$ cat config.mk
export PLATFORM = sky130hd
export DESIGN_NAME = uart_autobaud
export DESIGN_NICKNAME = d
export VERILOG_FILES = /design/src/rtl/ceres_param.sv /design/src/rtl/sync_ff.sv /design/src/rtl/uart_autobaud.sv
export SDC_FILE = /design/constraint.sdc
export NUM_CORES = 1
export LEC_CHECK = 0
export ABC_AREA = 0
export CAP_MARGIN = 30
export CORE_AREA = 2 2 79 81
export CTS_CLUSTER_DIAMETER = 80
export CTS_CLUSTER_SIZE = 28
export DETAILED_ROUTE_END_ITERATION = 8
export DIE_AREA = 0 0 81 83
export PLACE_DENSITY = 0.91
export SLEW_MARGIN = 20
export SYNTH_ARGS = -nofsm -noshare
export SYNTH_HDL_FRONTEND = slang
export SYNTH_SLANG_ARGS = --single-unit
$ cat constraint.sdc
create_clock -name clk_i -period 3.6 [get_ports clk_i]
set_clock_uncertainty 0.2 [all_clocks]
set_input_delay 0.36 -clock clk_i [delete_from_list [all_inputs] [get_ports clk_i]]
set_output_delay 0.36 -clock clk_i [all_outputs]
set_load 0.01 [all_outputs]
$ cat src/rtl/ceres_param.sv
// ---------------------------------------------------------------------------
// ceres_param
//   Shared definitions for the UART auto-baud detector.
//   - state_e          : detector FSM states
//   - ARM_IDLE_CYCLES  : idle-high cycles required before a start bit is trusted
//   - MEAS_BITS        : bit times spanned by one measurement window
//   - MEAS_RISES       : rising edges seen inside the window for 0x55
//   - CNT_W_DEFAULT    : default width of the measurement counter
//   - round_div()      : cycles-per-window -> cycles-per-bit, rounded to nearest
// ---------------------------------------------------------------------------
package ceres_param;

  typedef enum logic [2:0] {
    ST_IDLE       = 3'd0,
    ST_ARM        = 3'd1,
    ST_WAIT_START = 3'd2,
    ST_WAIT_RISE  = 3'd3,
    ST_MEASURE    = 3'd4
  } state_e;

  localparam int ARM_IDLE_CYCLES = 16;
  localparam int MEAS_BITS       = 8;
  // 0x55 sent LSB first alternates every bit, so a window of MEAS_BITS bit
  // times after the end of the start bit contains MEAS_BITS/2 rising edges.
  localparam int MEAS_RISES      = MEAS_BITS / 2;
  localparam int DIV_SHIFT       = $clog2(MEAS_BITS);
  localparam int CNT_W_DEFAULT   = 19;

  // Adding half a divisor before the shift rounds to the nearest integer.
  function automatic logic [31:0] round_div(input logic [31:0] cycles);
    return (cycles + 32'(MEAS_BITS / 2)) >> DIV_SHIFT;
  endfunction

endpackage

$ cat src/rtl/sync_ff.sv
// ---------------------------------------------------------------------------
// sync_ff
//   Multi-stage flip-flop synchronizer for a single asynchronous bit.
//   Parameters : DEPTH   - number of flip-flops (>= 2)
//                RST_VAL - value every stage takes while reset is asserted
//   Ports      : clk_i   - rising-edge clock
//                rst_i   - asynchronous active-high reset
//                d_i     - asynchronous input
//                q_o     - synchronized output, DEPTH cycles of latency
// ---------------------------------------------------------------------------
module sync_ff #(
  parameter int   DEPTH   = 2,
  parameter logic RST_VAL = 1'b1
) (
  input  logic clk_i,
  input  logic rst_i,
  input  logic d_i,
  output logic q_o
);

  logic [DEPTH-1:0] stage_reg;

  always_ff @(posedge clk_i or posedge rst_i) begin
    if (rst_i) begin
      stage_reg <= {DEPTH{RST_VAL}};
    end else begin
      stage_reg <= {stage_reg[DEPTH-2:0], d_i};
    end
  end

  assign q_o = stage_reg[DEPTH-1];

endmodule

$ cat src/rtl/uart_autobaud.sv
// ---------------------------------------------------------------------------
// uart_autobaud
//   Measures the bit period of a 0x55 calibration byte on a raw serial line
//   and reports it as clock cycles per bit.
//   Parameters : SYNC_STAGES - rx synchronizer depth (2..4)
//                MIN_DIV     - smallest accepted cycles-per-bit result
//                CNT_W       - measurement counter width
//   Ports      : clk_i       - rising-edge clock
//                rst_i       - asynchronous active-high reset
//                en_i        - arm detection (level); dropping it aborts
//                rx_i        - raw asynchronous serial line, idle high
//                rx_o        - synchronized line for the downstream receiver
//                baud_div_o  - last accepted cycles-per-bit measurement
//                done_o      - one-cycle pulse, baud_div_o was updated
//                err_o       - one-cycle pulse, measurement rejected
//                busy_o      - FSM is not idle
// ---------------------------------------------------------------------------
module uart_autobaud
  import ceres_param::*;
#(
  parameter int          SYNC_STAGES = 2,
  parameter logic [15:0] MIN_DIV     = 16'd16,
  parameter int          CNT_W       = CNT_W_DEFAULT
) (
  input  logic        clk_i,
  input  logic        rst_i,
  input  logic        en_i,
  input  logic        rx_i,
  output logic        rx_o,
  output logic [15:0] baud_div_o,
  output logic        done_o,
  output logic        err_o,
  output logic        busy_o
);

  logic             rx_sync;
  logic             rx_q_reg;
  logic             rise;
  logic             fall;

  state_e           state_reg, state_next;
  logic [CNT_W-1:0] cnt_reg, cnt_next;
  logic [2:0]       rise_cnt_reg, rise_cnt_next;
  logic [15:0]      baud_div_reg, baud_div_next;
  logic             done_reg, done_next;
  logic             err_reg, err_next;

  logic [31:0]      meas_cycles;
  logic [31:0]      div_calc;
  logic             div_ok;
  logic             cnt_sat;

  sync_ff #(
    .DEPTH   (SYNC_STAGES),
    .RST_VAL (1'b1)
  ) u_sync (
    .clk_i (clk_i),
    .rst_i (rst_i),
    .d_i   (rx_i),
    .q_o   (rx_sync)
  );

  assign rx_o = rx_sync;

  // One extra copy of the synchronized line gives edge detection that never
  // looks at the metastable stages.
  always_ff @(posedge clk_i or posedge rst_i) begin
    if (rst_i) begin
      rx_q_reg <= 1'b1;
    end else begin
      rx_q_reg <= rx_sync;
    end
  end

  assign rise = rx_sync & ~rx_q_reg;
  assign fall = ~rx_sync & rx_q_reg;

  // The counter is cleared on the cycle of the first rising edge and counts
  // every cycle after it, so adding one includes the closing edge cycle.
  assign meas_cycles = 32'(cnt_reg) + 32'd1;
  assign div_calc    = round_div(meas_cycles);
  assign div_ok      = (div_calc >= 32'(MIN_DIV)) && (div_calc <= 32'h0000_FFFF);
  assign cnt_sat     = &cnt_reg;

  always_comb begin
    state_next    = state_reg;
    cnt_next      = cnt_reg;
    rise_cnt_next = rise_cnt_reg;
    baud_div_next = baud_div_reg;
    done_next     = 1'b0;
    err_next      = 1'b0;

    if (state_reg == ST_IDLE) begin
      cnt_next      = '0;
      rise_cnt_next = '0;
      if (en_i) begin
        state_next = ST_ARM;
      end
    end else if (!en_i) begin
      // Silent abort: no pulse, result register untouched.
      state_next    = ST_IDLE;
      cnt_next      = '0;
      rise_cnt_next = '0;
    end else begin
      case (state_reg)
        ST_ARM: begin
          if (!rx_sync) begin
            cnt_next = '0;
          end else if (cnt_reg == CNT_W'(ARM_IDLE_CYCLES - 1)) begin
            state_next = ST_WAIT_START;
            cnt_next   = '0;
          end else begin
            cnt_next = cnt_reg + 1'b1;
          end
        end

        ST_WAIT_START: begin
          if (fall) begin
            state_next = ST_WAIT_RISE;
            cnt_next   = '0;
          end
        end

        ST_WAIT_RISE: begin
          if (rise) begin
            state_next    = ST_MEASURE;
            cnt_next      = '0;
            rise_cnt_next = '0;
          end else if (cnt_sat) begin
            state_next = ST_IDLE;
            cnt_next   = '0;
            err_next   = 1'b1;
          end else begin
            cnt_next = cnt_reg + 1'b1;
          end
        end

        ST_MEASURE: begin
          if (rise && (rise_cnt_reg == 3'(MEAS_RISES - 1))) begin
            state_next    = ST_IDLE;
            cnt_next      = '0;
            rise_cnt_next = '0;
            if (div_ok) begin
              baud_div_next = div_calc[15:0];
              done_next     = 1'b1;
            end else begin
              err_next = 1'b1;
            end
          end else if (cnt_sat) begin
            state_next    = ST_IDLE;
            cnt_next      = '0;
            rise_cnt_next = '0;
            err_next      = 1'b1;
          end else begin
            cnt_next = cnt_reg + 1'b1;
            if (rise) begin
              rise_cnt_next = rise_cnt_reg + 3'd1;
            end
          end
        end

        default: begin
          state_next    = ST_IDLE;
          cnt_next      = '0;
          rise_cnt_next = '0;
        end
      endcase
    end
  end

  always_ff @(posedge clk_i or posedge rst_i) begin
    if (rst_i) begin
      state_reg    <= ST_IDLE;
      cnt_reg      <= '0;
      rise_cnt_reg <= '0;
      baud_div_reg <= '0;
      done_reg     <= 1'b0;
      err_reg      <= 1'b0;
    end else begin
      state_reg    <= state_next;
      cnt_reg      <= cnt_next;
      rise_cnt_reg <= rise_cnt_next;
      baud_div_reg <= baud_div_next;
      done_reg     <= done_next;
      err_reg      <= err_next;
    end
  end

  assign baud_div_o = baud_div_reg;
  assign done_o     = done_reg;
  assign err_o      = err_reg;
  assign busy_o     = (state_reg != ST_IDLE);

endmodule

==> key figures <==
Outcome
  • Status: complete, no violations

Drt
  • Wire per inst: 16.0 um
  • Drt initial violations: 245
  • Final wirelength: 7500 um
  • Via count: 2923
  • Pre-Repair DR Iteration Count: 5
  • Via density: 6.22
  • DRC errors left: 0
  • ANT nets after route: 0

Timing
  • Fmax: 297 MHz
  • Slew @ Worst Pin: 0.741 ns
  • Tmin final: 3.36 ns
  • Final WS setup: 0.236 ns
  • Max Slew Vio Count: 0
  • Final setup vio count: 0
  • Final Cycle Share: 0.934
  • Hold Fails Final Rpt: 0
  • WHS: 0.0996 ns
  • Relative slew slack: 0.505

Global routing
  • First-pass GRT wire length: 12800 um
  • Initial antenna violation count: 0
  • Largest net degree at the start of global routing: 47
  • GRT overflow: 0
  • Vias in the first global route: 2760
  • Global Route Usage Sum: 0.238

Cells and area
  • Ant. Diodes: 0
  • Largest register FFs: 19
  • Share of cells above drive strength 1: 0.111
  • Final net count: 401
  • P&R area growth vs syn: 9.39%

Synth
  • Post-Synth Adder-Cell Area: 0.0111
  • Simple-gate area share of the yosys netlist: 0.257
  • Post-synth EDFFs: 0
  • YS warnings: 0
  • Dominant synthesized flop cell: dfrtp_1
  • Post-synthesis xor/xnor area fraction: 0.0750
  • Post-synthesis mux area share: 0.0126
  • Syn Nets: 400
  • Yosys cell types: 55
  • Flops & latches, synth: 46
  • Synth Area in Compound Gates: 0.237
  • Asr flop ratio synth: 1.00
  • Avg Cell Area, Syn: 8.61 um^2
  • Cell count after synthesis: 393
  • Syn Std Cell Area: 3380 um^2
  • Largest family of logic cells by synthesized area: simple AND/OR/NAND/NOR gates
  • Seq/Total Area, Yosys: 0.341

Clock tree
  • CTS resizes: 0
  • Cts hold-fix bufs: 0
  • CTS buffer count: 5
  • Worst-path clk slew: 0.09 ns
  • # clock sinks: 46
  • CTS tree: yes
  • CTS max path bufs: 2
  • Worst-Skew Late Latency: 0.30 ns
  • H-tree levels: 2
  • CTS Root Cell: clkbuf_8
  • Post-CTS Setup Bufs: 0

Floorplanning
  • DIE WIDTH: 81 um
  • Starting Density: 0.582
  • Core Footprint: 5820 um^2
  • Row count: 28
  • Die H: 83 um
  • Die ar.: 6720 um^2
  • I/O Pins: 24

Placed design
  • Worst slack, placed: 0.262 ns
  • Routability cong.: 0.904
  • Post-DP HPWL: 5310 um
  • Port Buffer Count: 23

Critical path
  • Crit Path Class: register to register
  • Worst setup SP type: register
  • Worst Path Max Fanout: 15
  • CP Capture Type: register
  • Worst path required time: 3.63 ns
  • Arrival time of the worst setup path: 3.39 ns

Pwr
  • Static Leak: 0.00148 uW
  • Worst VDD drop: 0.169 mV
  • Pwr Density: 242 nW/um^2

Job
  • Max Cap Viol: 0

Min path
  • Min-delay worst type: input port to async pin
[cells in the mapped netlist, types with 6 or more instances]
cell type | instances | area share
a21oi_1 | 11 | 0.016
a31oi_1 | 10 | 0.018
a31oi_4 | 8 | 0.050
buf_2 | 7 | 0.010
clkbuf_1 | 25 | 0.028
dfrtp_1 | 43 | 0.32
nand2_1 | 31 | 0.034
nand2b_1 | 18 | 0.033
nand3_1 | 13 | 0.019
nor2_1 | 40 | 0.044
nor3_1 | 17 | 0.025
o21ai_0 | 21 | 0.031
o21bai_1 | 15 | 0.033
o31ai_1 | 19 | 0.042
or3_1 | 6 | 0.011
xnor2_1 | 20 | 0.052
xor2_1 | 9 | 0.023
[final timing paths]
path / start / end / slack, ns / cells after the start
hold reg to reg: u_sync.stage_reg[0] / u_sync.stage_reg[1] / 0.16 / 0
setup / recovery: cnt_reg[0] / baud_div_o[10] / 0.24 / 8
hold / removal: rst_i / baud_div_o[1] / 0.1 / 2
setup reg to reg: cnt_reg[0] / baud_div_o[10] / 0.24 / 8
min in group clk_i: u_sync.stage_reg[0] / u_sync.stage_reg[1] / 0.16 / 0
max in group asynchronous: rst_i / rx_q_reg / 2.57 / 3
[placed cells by master, fill, tap and decap left out, drive strengths merged, types with 3 or more instances in the layout]
master,netlist,final
or4,3,3
a21oi,13,13
dfstp,3,3
inv,5,5
a31oi,18,18
nand3b,3,3
or3,7,7
xnor2,20,20
or2,3,3
o21bai,15,15
o21ai,22,22
nor4,5,5
o31ai,20,20
nor3,17,17
clkbuf,25,6
nand2,31,31
nand3,13,13
dfrtp,43,43
ha,3,3
nor2,40,40
and3,5,5
a21o,3,3
and2,3,3
nand2b,18,18
xor2,9,9
buf,14,10
clkdlybuf4s50,0,23
nand4,6,6
nor2b,5,5
[worst max-delay path, cell delays in order (launching register included)]
cell,delay (ns)
dfrtp_1,0.54
ha_1,0.42
o2111ai_1,0.40
nor3_2,0.35
mux2i_1,0.25
o21ai_0,0.12
or2_1,0.24
or3_4,0.55
a31oi_1,0.22
[power by group]
group	switching [uW]	internal, uW
Sequential	5.12	520
Clock	180	154
Combinational	20.7	13.9
[layer usage]
layer / GRT usage / vias to the layer above / routed length (um)
met2: 0.393 / 95 / 3820
met4: 0.0909 / 0 / 162
met3: 0.0489 / 20 / 382
li1: - / 1397 / -
met5: 0 / - / 0
met1: 0.303 / 1411 / 3130
[kinds of logic (layout without fill, tap and decap cells)]
family | after synthesis | in the layout
buffers and inverters | 44 | 46
adder cells (fa/ha/maj) | 3 | 3
multiplexers | 4 | 4
AO/OA/AOI/OAI | 101 | 101
AND/OR/NAND/NOR | 166 | 166
XOR/XNOR | 29 | 29
flip-flops | 46 | 46
[final cells by class]
class,instances,area (um^2)
Inverter,5,18.8
Clock inverter,2,12.5
Clock buffer,6,82.6
Sequential cell,46,1150
Multi-Input combinational cell,303,2020
Tap cell,75,93.8
Timing Repair Buffer,33,318
Fill cell,497,2110
[stage by stage]
| step | instance area [um^2] | total power, uW | std cells | setup TNS (ns) | util |
|---|---|---|---|---|---|
| detailed placement | 3580 | 569 | 461 | 0 | 0.615 |
| floorplan | 3380 | 556 | 393 | 0 | - |
| global placement | 3580 | 567 | 461 | 0 | 0.615 |
| CTS | 3670 | 900 | 469 | 0 | 0.631 |
| global route | 3700 | 932 | 470 | -0.00309 | 0.637 |
| finish | 3700 | 895 | 470 | 0 | 0.637 |
(Power assumes the default switching activity.)
